**config.mk**
```make
export PLATFORM = sky130hd
export DESIGN_NAME = cpu_controller
export DESIGN_NICKNAME = d
export VERILOG_FILES = /design/src/rtl/cpu_ctrl_pkg.sv /design/src/rtl/cpu_ctrl_decode.sv /design/src/rtl/cpu_controller.sv
export SDC_FILE = /design/constraint.sdc
export NUM_CORES = 1
export LEC_CHECK = 0
export ABC_AREA = 1
export CAP_MARGIN = 5
export CORE_MARGIN = 10
export CORE_UTILIZATION = 53
export CTS_BUF_LIST = sky130_fd_sc_hd__clkbuf_16
export CTS_CLUSTER_DIAMETER = 100
export DETAILED_ROUTE_END_ITERATION = 7
export DONT_BUFFER_PORTS = 1
export PLACE_DENSITY = 0.74
export SLEW_MARGIN = 20
export SYNTH_ARGS = -nofsm -noshare
export SYNTH_HDL_FRONTEND = slang
export SYNTH_SLANG_ARGS = --single-unit
```
**constraint.sdc**
```tcl
create_clock -name clk -period 1.3 [get_ports clk]
set_input_delay 0.13 -clock clk [delete_from_list [all_inputs] [get_ports clk]]
set_output_delay 0.13 -clock clk [all_outputs]
set_load 0.05 [all_outputs]
```
**src/rtl/cpu_ctrl_pkg.sv**
```systemverilog
// Shared types and encodings for the CPU controller: FSM states, opcode/sub-op values, legality check.
package cpu_ctrl_pkg;

    typedef enum logic [2:0] {
        S_WAIT      = 3'd0,
        S_WRITE_IMM = 3'd1,
        S_LOAD_A    = 3'd2,
        S_LOAD_B    = 3'd3,
        S_COMPUTE   = 3'd4,
        S_WRITE_REG = 3'd5,
        S_TRAP      = 3'd6
    } state_t;

    localparam logic [2:0] OPC_MOV = 3'b110;
    localparam logic [2:0] OPC_ALU = 3'b101;

    localparam logic [1:0] MOV_REG = 2'b00;
    localparam logic [1:0] MOV_IMM = 2'b10;

    localparam logic [1:0] ALU_ADD = 2'b00;
    localparam logic [1:0] ALU_CMP = 2'b01;
    localparam logic [1:0] ALU_AND = 2'b10;
    localparam logic [1:0] ALU_MVN = 2'b11;

    localparam logic [1:0] SHIFT_NONE = 2'b00;

    function automatic logic is_legal(input logic [2:0] opcode, input logic [1:0] op);
        return (opcode == OPC_ALU) ||
               ((opcode == OPC_MOV) && ((op == MOV_REG) || (op == MOV_IMM)));
    endfunction

endpackage

```
**src/rtl/cpu_ctrl_decode.sv**
```systemverilog
// Moore output decode: current state plus latched instruction fields -> datapath controls.
// err is only driven from TRAP when CTRL_ILLEGAL_TRAP_EN is defined.
module cpu_ctrl_decode
    import cpu_ctrl_pkg::*;
#(
    parameter int REG_AW = 3
) (
    input  state_t            state_i,
    input  logic [2:0]        opcode_i,
    input  logic [1:0]        op_i,
    input  logic [REG_AW-1:0] rn_i,
    input  logic [REG_AW-1:0] rd_i,
    input  logic [REG_AW-1:0] rm_i,
    input  logic [1:0]        shift_i,
    output logic              waiting_o,
    output logic              done_o,
    output logic              err_o,
    output logic              w_en_o,
    output logic              en_a_o,
    output logic              en_b_o,
    output logic              en_c_o,
    output logic              en_status_o,
    output logic              sel_a_o,
    output logic              sel_b_o,
    output logic              wb_sel_o,
    output logic [REG_AW-1:0] w_addr_o,
    output logic [REG_AW-1:0] r_addr_o,
    output logic [1:0]        shift_op_o,
    output logic [1:0]        alu_op_o
);

    logic is_mov;
    logic is_cmp;

    assign is_mov = (opcode_i == OPC_MOV);
    assign is_cmp = (opcode_i == OPC_ALU) && (op_i == ALU_CMP);

    always_comb begin
        waiting_o   = 1'b0;
        done_o      = 1'b0;
        err_o       = 1'b0;
        w_en_o      = 1'b0;
        en_a_o      = 1'b0;
        en_b_o      = 1'b0;
        en_c_o      = 1'b0;
        en_status_o = 1'b0;
        sel_a_o     = 1'b0;
        sel_b_o     = 1'b0;
        wb_sel_o    = 1'b0;
        w_addr_o    = '0;
        r_addr_o    = '0;
        shift_op_o  = SHIFT_NONE;
        alu_op_o    = ALU_ADD;
        case (state_i)
            S_WAIT: waiting_o = 1'b1;
            S_WRITE_IMM: begin
                wb_sel_o = 1'b1;
                w_addr_o = rn_i;
                w_en_o   = 1'b1;
                done_o   = 1'b1;
            end
            S_LOAD_A: begin
                r_addr_o = rn_i;
                en_a_o   = 1'b1;
            end
            S_LOAD_B: begin
                r_addr_o = rm_i;
                en_b_o   = 1'b1;
            end
            S_COMPUTE: begin
                shift_op_o = shift_i;
                // MOV reg is "0 + shifted Rm": force ADD and zero operand A.
                alu_op_o    = is_mov ? ALU_ADD : op_i;
                sel_a_o     = is_mov || (op_i == ALU_MVN);
                en_c_o      = !is_cmp;
                en_status_o = is_cmp;
                done_o      = is_cmp;
            end
            S_WRITE_REG: begin
                w_addr_o = rd_i;
                w_en_o   = 1'b1;
                done_o   = 1'b1;
            end
            S_TRAP: begin
`ifdef CTRL_ILLEGAL_TRAP_EN
                err_o = 1'b1;
`endif
            end
            default: ;
        endcase
    end

endmodule

```
**src/rtl/cpu_controller.sv**
```systemverilog
// Instruction sequencer: state register, field latch and next-state logic; outputs come from cpu_ctrl_decode.
// Optional CTRL_ILLEGAL_TRAP_EN: illegal instructions lock the FSM in TRAP with err=1 until rst.
module cpu_controller
    import cpu_ctrl_pkg::*;
#(
    parameter int REG_AW = 3
) (
    input  logic              clk,
    input  logic              rst,
    input  logic              start,
    input  logic [2:0]        opcode,
    input  logic [1:0]        op,
    input  logic [REG_AW-1:0] rn,
    input  logic [REG_AW-1:0] rd,
    input  logic [REG_AW-1:0] rm,
    input  logic [1:0]        shift,
    output logic              waiting,
    output logic              done,
    output logic              err,
    output logic              w_en,
    output logic              en_A,
    output logic              en_B,
    output logic              en_C,
    output logic              en_status,
    output logic              sel_A,
    output logic              sel_B,
    output logic              wb_sel,
    output logic [REG_AW-1:0] w_addr,
    output logic [REG_AW-1:0] r_addr,
    output logic [1:0]        shift_op,
    output logic [1:0]        ALU_op
);

    state_t            state_q, state_d;
    logic [2:0]        opcode_q;
    logic [1:0]        op_q;
    logic [REG_AW-1:0] rn_q, rd_q, rm_q;
    logic [1:0]        shift_q;
    logic              accept;

    assign accept = start && (state_q == S_WAIT);

    always_ff @(posedge clk) begin
        if (rst) begin
            state_q  <= S_WAIT;
            opcode_q <= '0;
            op_q     <= '0;
            rn_q     <= '0;
            rd_q     <= '0;
            rm_q     <= '0;
            shift_q  <= SHIFT_NONE;
        end else begin
            state_q <= state_d;
            if (accept) begin
                opcode_q <= opcode;
                op_q     <= op;
                rn_q     <= rn;
                rd_q     <= rd;
                rm_q     <= rm;
                shift_q  <= shift;
            end
        end
    end

    always_comb begin
        state_d = state_q;
        case (state_q)
            S_WAIT: begin
                if (start) begin
                    if (!is_legal(opcode, op)) begin
`ifdef CTRL_ILLEGAL_TRAP_EN
                        state_d = S_TRAP;
`else
                        state_d = S_WAIT;
`endif
                    end else if (opcode == OPC_MOV) begin
                        state_d = (op == MOV_IMM) ? S_WRITE_IMM : S_LOAD_B;
                    end else if (op == ALU_MVN) begin
                        state_d = S_LOAD_B;
                    end else begin
                        state_d = S_LOAD_A;
                    end
                end
            end
            S_LOAD_A:    state_d = S_LOAD_B;
            S_LOAD_B:    state_d = S_COMPUTE;
            S_COMPUTE:   state_d = ((opcode_q == OPC_ALU) && (op_q == ALU_CMP)) ? S_WAIT : S_WRITE_REG;
            S_WRITE_REG: state_d = S_WAIT;
            S_WRITE_IMM: state_d = S_WAIT;
            S_TRAP:      state_d = S_TRAP;
            default:     state_d = S_WAIT;
        endcase
    end

    cpu_ctrl_decode #(
        .REG_AW(REG_AW)
    ) u_decode (
        .state_i     (state_q),
        .opcode_i    (opcode_q),
        .op_i        (op_q),
        .rn_i        (rn_q),
        .rd_i        (rd_q),
        .rm_i        (rm_q),
        .shift_i     (shift_q),
        .waiting_o   (waiting),
        .done_o      (done),
        .err_o       (err),
        .w_en_o      (w_en),
        .en_a_o      (en_A),
        .en_b_o      (en_B),
        .en_c_o      (en_C),
        .en_status_o (en_status),
        .sel_a_o     (sel_A),
        .sel_b_o     (sel_B),
        .wb_sel_o    (wb_sel),
        .w_addr_o    (w_addr),
        .r_addr_o    (r_addr),
        .shift_op_o  (shift_op),
        .alu_op_o    (ALU_op)
    );

endmodule

```
==> impl_metrics.env, run 1 <==
export IMPL_syn_instance_count=134
export IMPL_hpwl_um=2290
export IMPL_gp_congestion=0.820
export IMPL_synth_area_per_cell_um2=7.08
export IMPL_io_buffer_count=0
export IMPL_yosys_top_cells_count="inv_1, a21oi_1, dfxtp_1, nand2_1, o21ai_1"
export IMPL_numCtsBuffers=3
export IMPL_lastStage="global routing (5_1_grt)"
export IMPL_error="[ERROR DPL-0038] Utilization greater than 100%, impossible to legalize"
export IMPL_synth_area_leaders="dfxtp_1, a21oi_1, inv_1"
export IMPL_grt_max_degree=32
export IMPL_endpoint_type="output port"
export IMPL_synth_top_area_share_pct=40.1
export IMPL_die_y_um=62.3
export IMPL_synth_largest_area_cell="dfxtp_1"
export IMPL_row_count=15
export IMPL_synthMostInstantiatedCell="inv_1"
export IMPL_worst_endpoint="ALU_op[0]"
export IMPL_dieWidth_um=62.3
export IMPL_num_io_pins=40
export IMPL_synth_edf_count=0
export IMPL_htree_levels=1
export IMPL_cts_root_buf="clkbuf_16"
export IMPL_netlist_area_um2=948
export IMPL_async_flop_share_pct=0
export IMPL_outcome="did not finish"
export IMPL_initial_core_util_pct=55.5
export IMPL_ys_seq_area_share_pct=40.1
export IMPL_ys_warnings_count=0
export IMPL_clock_sinks=19
export IMPL_ys_seq_elements=19
export IMPL_clock_path_buffers=2
export IMPL_synth_distinct_cells=20
export IMPL_synthFlopType="dfxtp_1"
timing repair:
item,in CTS
buffers inserted,4
endpoints found under the hold margin,2
hold buffers,1
pin swaps,8
endpoints found under the setup margin,17
gates resized for setup,12
through the flow:
step,setup WS [ns],utilization [%],instances,area (µm²)
4_1_cts,-0.165,93.3,182,1590
2_1_floorplan,-0.126,-,135,1170
3_5_place_dp,-0.0652,84.2,173,1440
3_3_place_gp,0.00703,84.2,173,1440
kinds of logic after synthesis:
kind of cell | synth area share (%)
other | 0.395
DFF | 40.1
buffers and inverters | 15.8
AOI/OAI and AO/OA | 25.2
and+or+nand+nor | 18.5
==> run 2, diff against run 1 <==
--- a/config.mk
+++ b/config.mk
@@ -7,13 +7,11 @@
 export LEC_CHECK = 0
 export ABC_AREA = 1
 export CAP_MARGIN = 5
-export CORE_MARGIN = 10
-export CORE_UTILIZATION = 53
-export CTS_BUF_LIST = sky130_fd_sc_hd__clkbuf_16
-export CTS_CLUSTER_DIAMETER = 100
+export CORE_AREA = 10 10 71 73
 export DETAILED_ROUTE_END_ITERATION = 7
+export DIE_AREA = 0 0 81 83
 export DONT_BUFFER_PORTS = 1
-export PLACE_DENSITY = 0.74
+export PLACE_DENSITY_LB_ADDON = 0.15
 export SLEW_MARGIN = 20
 export SYNTH_ARGS = -nofsm -noshare
 export SYNTH_HDL_FRONTEND = slang
==> run 2 against run 1 <==
  * The flow now finishes, with violations (setup timing)
  * Synthesized area is the same
  * Synthesized cell count unchanged
==> impl_metrics.env, run 2 <==
export IMPL_outcome="finished with violations"
export IMPL_violations="setup timing"
export IMPL_period_share_pct=116
export IMPL_wl_met1_um=1520
export IMPL_syn_instance_count=134
export IMPL_core_mm2=0.00363
export IMPL_dieArea_mm2=0.00672
export IMPL_ys_warnings_count=0
export IMPL_clkPwrFrac_pct=29.2
export IMPL_row_count=22
export IMPL_fillCellCount=331
export IMPL_drive_gt1_share_pct=60.0
export IMPL_synth_distinct_cells=20
export IMPL_r2r_start="state_q[0]"
export IMPL_crit_path_max_fanout=3
export IMPL_synth_edf_count=0
export IMPL_finalHoldViolations=0
export IMPL_synth_compound_area_share_pct=25.2
export IMPL_nNetsFinal=195
export IMPL_clock_path_buffers=2
export IMPL_async_flop_share_pct=0
export IMPL_setup_viol=35
export IMPL_vias_per_cell=4.74
export IMPL_wl_per_cell_um=16.1
export IMPL_dieWidth_um=81
export IMPL_pwr_share_seq_pct=44.3
export IMPL_min_period_ns=1.51
export IMPL_ys_seq_elements=19
export IMPL_timing_critical_path_cells="buf_4 -> buf_12 -> nor2_4 -> inv_4 -> o22ai_4 -> buf_12"
export IMPL_final_max_slew_violation_count=0
export IMPL_fmax_mhz=662
export IMPL_diodes=0
export IMPL_cts_tree="yes"
export IMPL_num_io_pins=40
export IMPL_groute_usage_overall_pct=10.2
export IMPL_synth_largest_area_cell="dfxtp_1"
export IMPL_final_util_pct=54.1
export IMPL_synth_area_leaders="dfxtp_1, a21oi_1, inv_1"
export IMPL_worst_slew_margin_rel_pct=42.5
export IMPL_crit_path_start_kind="flip-flop"
export IMPL_final_cell_mix="inv_1, buf_12, a21oi_1, dfxtp_1, o21ai_2"
export IMPL_synthMuxAreaShare_pct=0
export IMPL_power_w=0.00145
export IMPL_hpwl_um=2410
export IMPL_peakVddDrop_uv=355
export IMPL_rr_worst_depth=9
export IMPL_ant_nets=0
export IMPL_dpl_cell_area_mm2=0.00157
export IMPL_worst_hold_path_type="in -> reg"
export IMPL_ys_seq_area_share_pct=40.1
export IMPL_end_kind="primary output"
export IMPL_synthFlopType="dfxtp_1"
export IMPL_drt_iter0_drc=60
export IMPL_leakagePower_nw=0.721
export IMPL_cap_violations=0
export IMPL_area_delta_synth_final_pct=107
export IMPL_reg2reg_to="rd_q[0]"
export IMPL_gp_congestion=0.760
export IMPL_synth_xor_area_share_pct=0
export IMPL_critPathKind="reg -> out"
export IMPL_top_layer="met4"
export IMPL_cpMaxStageDelayCell="dfxtp_4"
export IMPL_p_int_w=0.000980
export IMPL_vias=1058
export IMPL_antenna_found_initial=0
export IMPL_rrSetupSlack_ns=-0.16
export IMPL_wl_um=3600
export IMPL_die_y_um=83
export IMPL_initial_core_util_pct=26.1
export IMPL_io_buffer_count=0
export IMPL_p_sw_share_pct=32.2
export IMPL_required_ns=1.17
export IMPL_cp_common_cell="buf_12"
export IMPL_drc=0
export IMPL_grt_max_degree=17
export IMPL_layout_setup_ws_ns=-0.210
export IMPL_p_per_area_mw_per_mm2=736
export IMPL_dr_pass1_iters=4
export IMPL_skew_ns=0.00237
export IMPL_cp_endpoint="r_addr[2]"
export IMPL_hold_ws_ns=0.0173
export IMPL_synthMostInstantiatedCell="inv_1"
export IMPL_p_sw_w=0.000466
export IMPL_clk_pin_slew_ns=0.07
export IMPL_yosys_top_cells_count="inv_1, a21oi_1, dfxtp_1, nand2_1, o21ai_1"
export IMPL_synth_top_family_by_area="compound AO/OA/AOI/OAI gates"
export IMPL_crit_arrival_ns=1.38
export IMPL_pwr_share_comb_pct=26.5
export IMPL_htree_levels=1
export IMPL_wl_met2_um=1770
export IMPL_clk_latency_ns=0.26
export IMPL_fin_area_mm2=0.00196
export IMPL_numCtsBuffers=3
export IMPL_wl_met3_um=262
export IMPL_startpoint="state_q[0]"
export IMPL_crit_path_max_incr_delay_ns=0.36
export IMPL_synth_top_area_share_pct=40.1
export IMPL_cts_root_buf="clkbuf_8"
export IMPL_grt_pass1_vias=1052
export IMPL_grt_pass1_wl_um=5400
export IMPL_clock_sinks=19
export IMPL_yosys_area_share_simple_pct=18.5
export IMPL_gr_total_overflow=0
export IMPL_worstMarginPinSlew_ns=0.861
export IMPL_synth_area_per_cell_um2=7.08
export IMPL_synthAdderAreaFrac_pct=0
export IMPL_netlist_area_um2=948
export IMPL_rsz0062_at_grt="true"
export IMPL_dp_slack_ns=-0.00355
run 2: worst min path at each step:
| stage | from | end | slack (ns) | cells past startpoint |
|---|---|---|---|---|
| global placement | rst | state_q[2] | 0.20 | 1 |
| finish | rd[0] | rd_q[0] | 0.02 | 2 |
| global route | rd[0] | rd_q[0] | 0.03 | 2 |
| detailed placement | rst | state_q[2] | 0.20 | 1 |
| CTS | opcode[0] | opcode_q[0] | 0.03 | 2 |
| floorplan | rst | state_q[2] | 0.19 | 1 |
run 2: per-stage QoR:
| stage | std cells | setup TNS [ns] |
|---|---|---|
| 2_1_floorplan | 135 | -1.33 |
| 3_3_place_gp | 203 | -0.0115 |
| 3_5_place_dp | 203 | -0.00355 |
| 4_1_cts | 217 | -2.73 |
| 5_1_grt | 223 | -6.88 |
| 6_report | 223 | -4.61 |
run 2: power by group through the flow:
stage	Sequential (W)	Combinational [W]	Clock, W
3_5_place_dp	0.000655	0.000266	0
2_1_floorplan	0.000654	0.000225	0
5_1_grt	0.000646	0.000412	0.000457
6_report	0.000641	0.000383	0.000421
4_1_cts	0.000641	0.000322	0.000431
3_3_place_gp	0.000654	0.000259	0
run 2: area by class of cell:
type	instances	area (µm²)	area share [%]
Sequential cell	19	393	20.0
Inverter	26	119	6.05
Clock inverter	1	5.00	0.255
Multi-Input combinational cell	87	793	40.4
Clock buffer	3	41.3	2.10
Timing Repair Buffer	39	553	28.2
Tap cell	48	60.1	3.06
run 2: cell families (layout without fill, tap and decap cells):
logic type             Yosys count  in the layout
AOI/OAI and AO/OA               45             45
buffers and inverters           32             69
DFF                             19             19
other                            1              2
and+or+nand+nor                 37             40
run 2: critical path: cells and delay by family, from the launching register on:
family          cells  cell delay, ns
buf+inv             4            0.50
flops               1            0.36
simple gates        1            0.13
compound gates      1            0.13
run 2: per-layer routing:
layer  track usage [%]  vias up
met3              3.99        4
met1              12.4      506
met2              15.7       24
met5                 0        -
li1                  -      524
met4              3.76        0
run 2: what timing repair did:
action,CTS,global route
pin swaps,15,11
gates resized for setup,18,34
hold buffers,1,0
buffers inserted,7,6
cloned,2,1
endpoints found under the setup margin,19,36
endpoints found under the hold margin,2,0
(Power assumes the default switching activity.)
==> run 3, diff against run 2 <==
--- a/config.mk
+++ b/config.mk
@@ -12,6 +12,7 @@
 export DIE_AREA = 0 0 81 83
 export DONT_BUFFER_PORTS = 1
 export PLACE_DENSITY_LB_ADDON = 0.15
+export REMOVE_ABC_BUFFERS = 1
 export SLEW_MARGIN = 20
 export SYNTH_ARGS = -nofsm -noshare
 export SYNTH_HDL_FRONTEND = slang
==> constraint.sdc (replaced) <==
create_clock -name clk -period 1.2 [get_ports clk]
set_input_delay 0.12 -clock clk [delete_from_list [all_inputs] [get_ports clk]]
set_output_delay 0.12 -clock clk [all_outputs]
set_load 0.05 [all_outputs]
==> run 3 against run 2 <==
  * The flow still finishes with violations (setup timing)
  * Sequential power up 9.4%
  * Non-clock buffer count up 8
  * Cell area down 5.0%
  * Critical path depth down 1
  * Utilization down 2.7 points
  * Sequential cell count unchanged
  * Critical path type unchanged
  * Critical endpoint is now w_addr[2]
==> impl_metrics.env, run 3 (same netlist as run 2, synthesis figures left out) <==
export IMPL_regArea_um2=388
export IMPL_diodes=0
export IMPL_fmax_mhz=698
export IMPL_die_y_um=83
export IMPL_row_count=22
export IMPL_crit_arrival_ns=1.31
export IMPL_grt_max_degree=23
export IMPL_groute_usage_overall_pct=9.54
export IMPL_end_kind="primary output"
export IMPL_gp_congestion=0.778
export IMPL_reg2reg_to="rn_q[2]"
export IMPL_min_from="opcode[0]"
export IMPL_required_ns=1.08
export IMPL_timing_critical_path_cells="inv_4 -> nor2_4 -> nand2_2 -> o22ai_1 -> buf_4"
export IMPL_final_util_pct=51.3
export IMPL_pwr_share_seq_pct=44.1
export IMPL_clk_latency_ns=0.26
export IMPL_wl_met3_um=258
export IMPL_fillCellCount=317
export IMPL_worst_hold_path_type="in -> reg"
export IMPL_rsz0062_at_grt="true"
export IMPL_top_layer="met4"
export IMPL_vias=1099
export IMPL_layout_commonest_cell="buf_6"
export IMPL_crit_path_start_kind="flip-flop"
export IMPL_p_per_area_mw_per_mm2=851
export IMPL_crit_path_max_incr_delay_ns=0.37
export IMPL_cts_root_buf="clkbuf_8"
export IMPL_ant_nets=0
export IMPL_pwr_share_comb_pct=27.3
export IMPL_leakagePower_nw=0.756
export IMPL_min_period_ns=1.43
export IMPL_hpwl_um=2240
export IMPL_drc=0
export IMPL_cap_violations=0
export IMPL_rr_worst_depth=9
export IMPL_setup_viol=38
export IMPL_power_w=0.00159
export IMPL_grt_pass1_vias=1046
export IMPL_initial_core_util_pct=26.1
export IMPL_final_cell_mix="buf_6, inv_1, a21oi_1"
export IMPL_final_max_slew_violation_count=0
export IMPL_critical_path_top_delay_family="flip-flops"
export IMPL_dieArea_mm2=0.00672
export IMPL_grt_pass1_wl_um=5100
export IMPL_finalHoldViolations=0
export IMPL_htree_levels=1
export IMPL_drt_iter0_drc=42
export IMPL_drive_gt1_share_pct=60.0
export IMPL_r2r_start="state_q[1]"
export IMPL_clock_sinks=19
export IMPL_clkPwrFrac_pct=28.5
export IMPL_gr_total_overflow=0
export IMPL_p_sw_w=0.000489
export IMPL_min_path_cells=2
export IMPL_dp_slack_ns=-0.0435
export IMPL_vias_per_cell=4.82
export IMPL_wl_met1_um=1370
export IMPL_io_buffer_count=0
export IMPL_num_io_pins=40
export IMPL_clock_path_buffers=2
export IMPL_outcome="finished with violations"
export IMPL_peakVddDrop_uv=469
export IMPL_wl_per_cell_um=15.7
export IMPL_layout_setup_ws_ns=-0.233
export IMPL_crit_path_max_fanout=4
export IMPL_p_sw_share_pct=30.8
export IMPL_violations="setup timing"
export IMPL_wl_um=3580
export IMPL_nNetsFinal=200
export IMPL_wl_met2_um=1830
export IMPL_min_to="opcode_q[0]"
export IMPL_dieWidth_um=81
export IMPL_p_int_w=0.00110
export IMPL_cts_tree="yes"
export IMPL_skew_ns=0.00330
export IMPL_area_delta_synth_final_pct=96.7
export IMPL_rrSetupSlack_ns=-0.22
export IMPL_period_share_pct=119
export IMPL_hold_ws_ns=0.0160
export IMPL_antenna_found_initial=0
export IMPL_dr_pass1_iters=4
export IMPL_clk_pin_slew_ns=0.07
export IMPL_cpMaxStageDelayCell="dfxtp_2"
export IMPL_multi_input_area_um2=678
export IMPL_numCtsBuffers=3
export IMPL_core_mm2=0.00363
export IMPL_critPathKind="reg -> out"
export IMPL_critPathBufInv=2
## run 3: stage by stage
step | area (µm²) | setup TNS (ns) | instances
2_1_floorplan | 900 | -13.86 | 129
3_3_place_gp | 1260 | -0.311 | 209
3_5_place_dp | 1260 | -0.569 | 209
4_1_cts | 1630 | -4.98 | 225
5_1_grt | 1870 | -8.10 | 228
6_report | 1870 | -6.01 | 228
## run 3: per-layer routing
| layer | GRT usage, % | vias to the layer above |
|---|---|---|
| met5 | 0 | - |
| met2 | 14.6 | 38 |
| li1 | - | 527 |
| met4 | 7.51 | 0 |
| met3 | 3.02 | 9 |
| met1 | 10.4 | 525 |
## run 3: how the worst max path moves through the flow
stage | from | slack, ns | endpoint | depth (start not counted)
after floorplan | state_q[2] | -1.11 | r_addr[0] | 5
after global placement | state_q[1] | -0.03 | op_q[1] | 8
after detailed placement | state_q[1] | -0.04 | rd_q[1] | 8
after CTS | state_q[1] | -0.18 | ALU_op[0] | 6
after global routing | state_q[1] | -0.28 | rn_q[2] | 9
final | state_q[0] | -0.23 | w_addr[2] | 5
## run 3: layout make-up
cell class | instances | area share (%)
multi-input combinational | 84 | 36.4
timing repair buffer | 47 | 31.0
sequential | 19 | 20.8
inverter | 26 | 6.17
tap | 48 | 3.22
clock buffer | 3 | 2.21
clock inverter | 1 | 0.268
## run 3: power groups by stage
stage	Clock, W	Sequential [W]	Combinational, W
floorplan	0	0.000708	0.000171
global placement	0	0.000711	0.000255
detailed placement	0	0.000712	0.000258
CTS	0.000461	0.000699	0.000328
global route	0.000486	0.000705	0.000468
finish	0.000453	0.000701	0.000434
## run 3: what timing repair did
| action | CTS | global route |
|---|---|---|
| endpoints found under the hold margin | 2 | 0 |
| hold buffers | 1 | 0 |
| endpoints found under the setup margin | 34 | 37 |
| buffers inserted | 12 | 2 |
| pin swaps | 4 | 5 |
| cloned | 0 | 3 |
| gates resized for setup | 72 | 37 |
==> run 4, diff against run 3 <==
--- a/config.mk
+++ b/config.mk
@@ -8,6 +8,7 @@
 export ABC_AREA = 1
 export CAP_MARGIN = 5
 export CORE_AREA = 10 10 71 73
+export CTS_BUF_LIST = sky130_fd_sc_hd__clkbuf_4
 export DETAILED_ROUTE_END_ITERATION = 7
 export DIE_AREA = 0 0 81 83
 export DONT_BUFFER_PORTS = 1
==> constraint.sdc (replaced) <==
create_clock -name clk -period 1.2 [get_ports clk]
set_input_delay 0.3 -clock clk [delete_from_list [all_inputs] [get_ports clk]]
set_output_delay 0.3 -clock clk [all_outputs]
set_load 0.05 [all_outputs]
==> run 4 against run 3 <==
  * The run still ends with setup timing left
  * Cell count is 1.3% lower
  * Wire length is 4.5% lower
  * Worst setup slack worse by 0.21 ns
  * Combinational power is 15% lower
  * Maximum frequency is 13% lower
  * Clock skew is 0.0037 ns higher
  * Clock power is 26% lower
  * Critical path depth is 1 higher
  * Critical endpoint is now waiting
  * Largest cell class unchanged
  * Largest power group unchanged
==> impl_metrics.env, run 4 (same netlist as run 2, synthesis figures left out) <==
export IMPL_groute_usage_overall_pct=9.23
export IMPL_min_from="rst"
export IMPL_wl_um=3420
export IMPL_io_buffer_count=0
export IMPL_clock_sinks=19
export IMPL_ant_nets=0
export IMPL_cap_violations=0
export IMPL_numCtsBuffers=3
export IMPL_outcome="finished with violations"
export IMPL_worst_hold_path_type="in -> reg"
export IMPL_grt_pass1_vias=1003
export IMPL_skew_ns=0.00695
export IMPL_power_w=0.00140
export IMPL_htree_levels=1
export IMPL_period_share_pct=137
export IMPL_required_ns=0.90
export IMPL_core_mm2=0.00363
export IMPL_cp_endpoint="waiting"
export IMPL_diodes=0
export IMPL_dieArea_mm2=0.00672
export IMPL_vias_per_cell=4.68
export IMPL_wl_per_cell_um=15.2
export IMPL_violations="setup timing"
export IMPL_peakVddDrop_uv=333
export IMPL_row_count=22
export IMPL_antenna_found_initial=0
export IMPL_crit_arrival_ns=1.34
export IMPL_area_delta_synth_final_pct=78.8
export IMPL_r2r_start="state_q[1]"
export IMPL_clk_latency_ns=0.30
export IMPL_final_cell_mix="buf_4, inv_1, buf_6"
export IMPL_end_kind="primary output"
export IMPL_drive_gt1_share_pct=58.8
export IMPL_gr_total_overflow=0
export IMPL_p_per_area_mw_per_mm2=826
export IMPL_drt_iter0_drc=27
export IMPL_die_y_um=83
export IMPL_rr_worst_depth=9
export IMPL_final_max_slew_violation_count=0
export IMPL_nNetsFinal=197
export IMPL_startpoint="state_q[1]"
export IMPL_critPathKind="reg -> out"
export IMPL_drc=0
export IMPL_vias=1054
export IMPL_rrSetupSlack_ns=-0.23
export IMPL_crit_path_start_kind="flip-flop"
export IMPL_dr_pass1_iters=4
export IMPL_clk_pin_slew_ns=0.11
export IMPL_grt_max_degree=17
export IMPL_cts_root_buf="clkbuf_4"
export IMPL_fmax_mhz=610
export IMPL_clock_path_buffers=2
export IMPL_final_util_pct=46.7
export IMPL_rsz0062_at_grt="true"
export IMPL_min_period_ns=1.64
export IMPL_layout_setup_ws_ns=-0.439
export IMPL_num_io_pins=40
export IMPL_leakagePower_nw=0.709
export IMPL_finalHoldViolations=0
export IMPL_initial_core_util_pct=26.1
export IMPL_crit_path_max_fanout=4
export IMPL_reg2reg_to="shift_q[0]"
export IMPL_fin_tns_setup_ns=-11.14
export IMPL_holdBufCountCts=0
export IMPL_cts_tree="yes"
export IMPL_dieWidth_um=81
export IMPL_setup_viol=37
export IMPL_grt_pass1_wl_um=5010
export IMPL_layout_commonest_cell="buf_4"
export IMPL_gp_congestion=0.784
export IMPL_hpwl_um=2320
export IMPL_dp_slack_ns=-0.222
-- run 4: cell count changes in the layout (fill, tap and decap cells not counted), sizes merged --
cell | previous run | this run
clkbuf | 6 | 3
nand2 | 16 | 18
buf | 43 | 42
dlygate4sd3 | 1 | 0
-- run 4: worst max-delay path, cell delays in order, from the launching register on --
cell and delay, ns:
dfxtp_4 0.38, inv_2 0.06, nand2_4 0.06, buf_4 0.13, buf_6 0.11, nor2_4 0.13
buf_8 0.17
-- run 4: worst min-delay path by stage --
stage	endpoint	slack, ns	cells past startpoint
4_1_cts	state_q[2]	0.03	1
3_5_place_dp	state_q[2]	0.38	1
5_1_grt	opcode_q[0]	0.02	1
3_3_place_gp	opcode_q[0]	0.37	1
2_1_floorplan	opcode_q[0]	0.37	1
6_report	opcode_q[0]	0.04	1
-- run 4: layout make-up --
class	instances	area [µm²]
fill	374	1940
multi-input combinational	86	673
timing repair buffer	42	442
sequential	19	388
inverter	26	105
tap	48	60.1
clock buffer	3	22.5
clock inverter	1	5.00
-- run 4: where the power goes --
part           switching (W)  internal, W
sequential         0.0000191     0.000679
combinational       0.000226     0.000142
clock               0.000212     0.000124
total               0.000457     0.000945
-- run 4: what timing repair did --
| item | 4_1_cts | 5_1_grt |
|---|---|---|
| buffers inserted | 3 | 5 |
| resized for setup | 41 | 52 |
| cloned | 1 | 1 |
| endpoints found under the setup margin | 35 | 38 |
| pin swaps | 4 | 5 |
-- run 4: routing by layer --
metal  vias up  wire length [µm]  GRT usage (%)  part of all wire, %
li1        524                 -              -                    -
met1       498              1400           11.2                   41
met2        26              1710           14.2                   50
met3         6               212           2.91                  6.2
met4         0                99           4.38                  2.9
met5         -                 0              0                    0
-- run 4: metrics by stage --
step                      cells  hold WS [ns]  instance area (µm²)
after global routing        225        0.0155                 1700
final                       225        0.0387                 1700
after global placement      213         0.374                 1260
after detailed placement    213         0.377                 1260
after floorplan             129         0.369                  900
after CTS                   221        0.0309                 1460
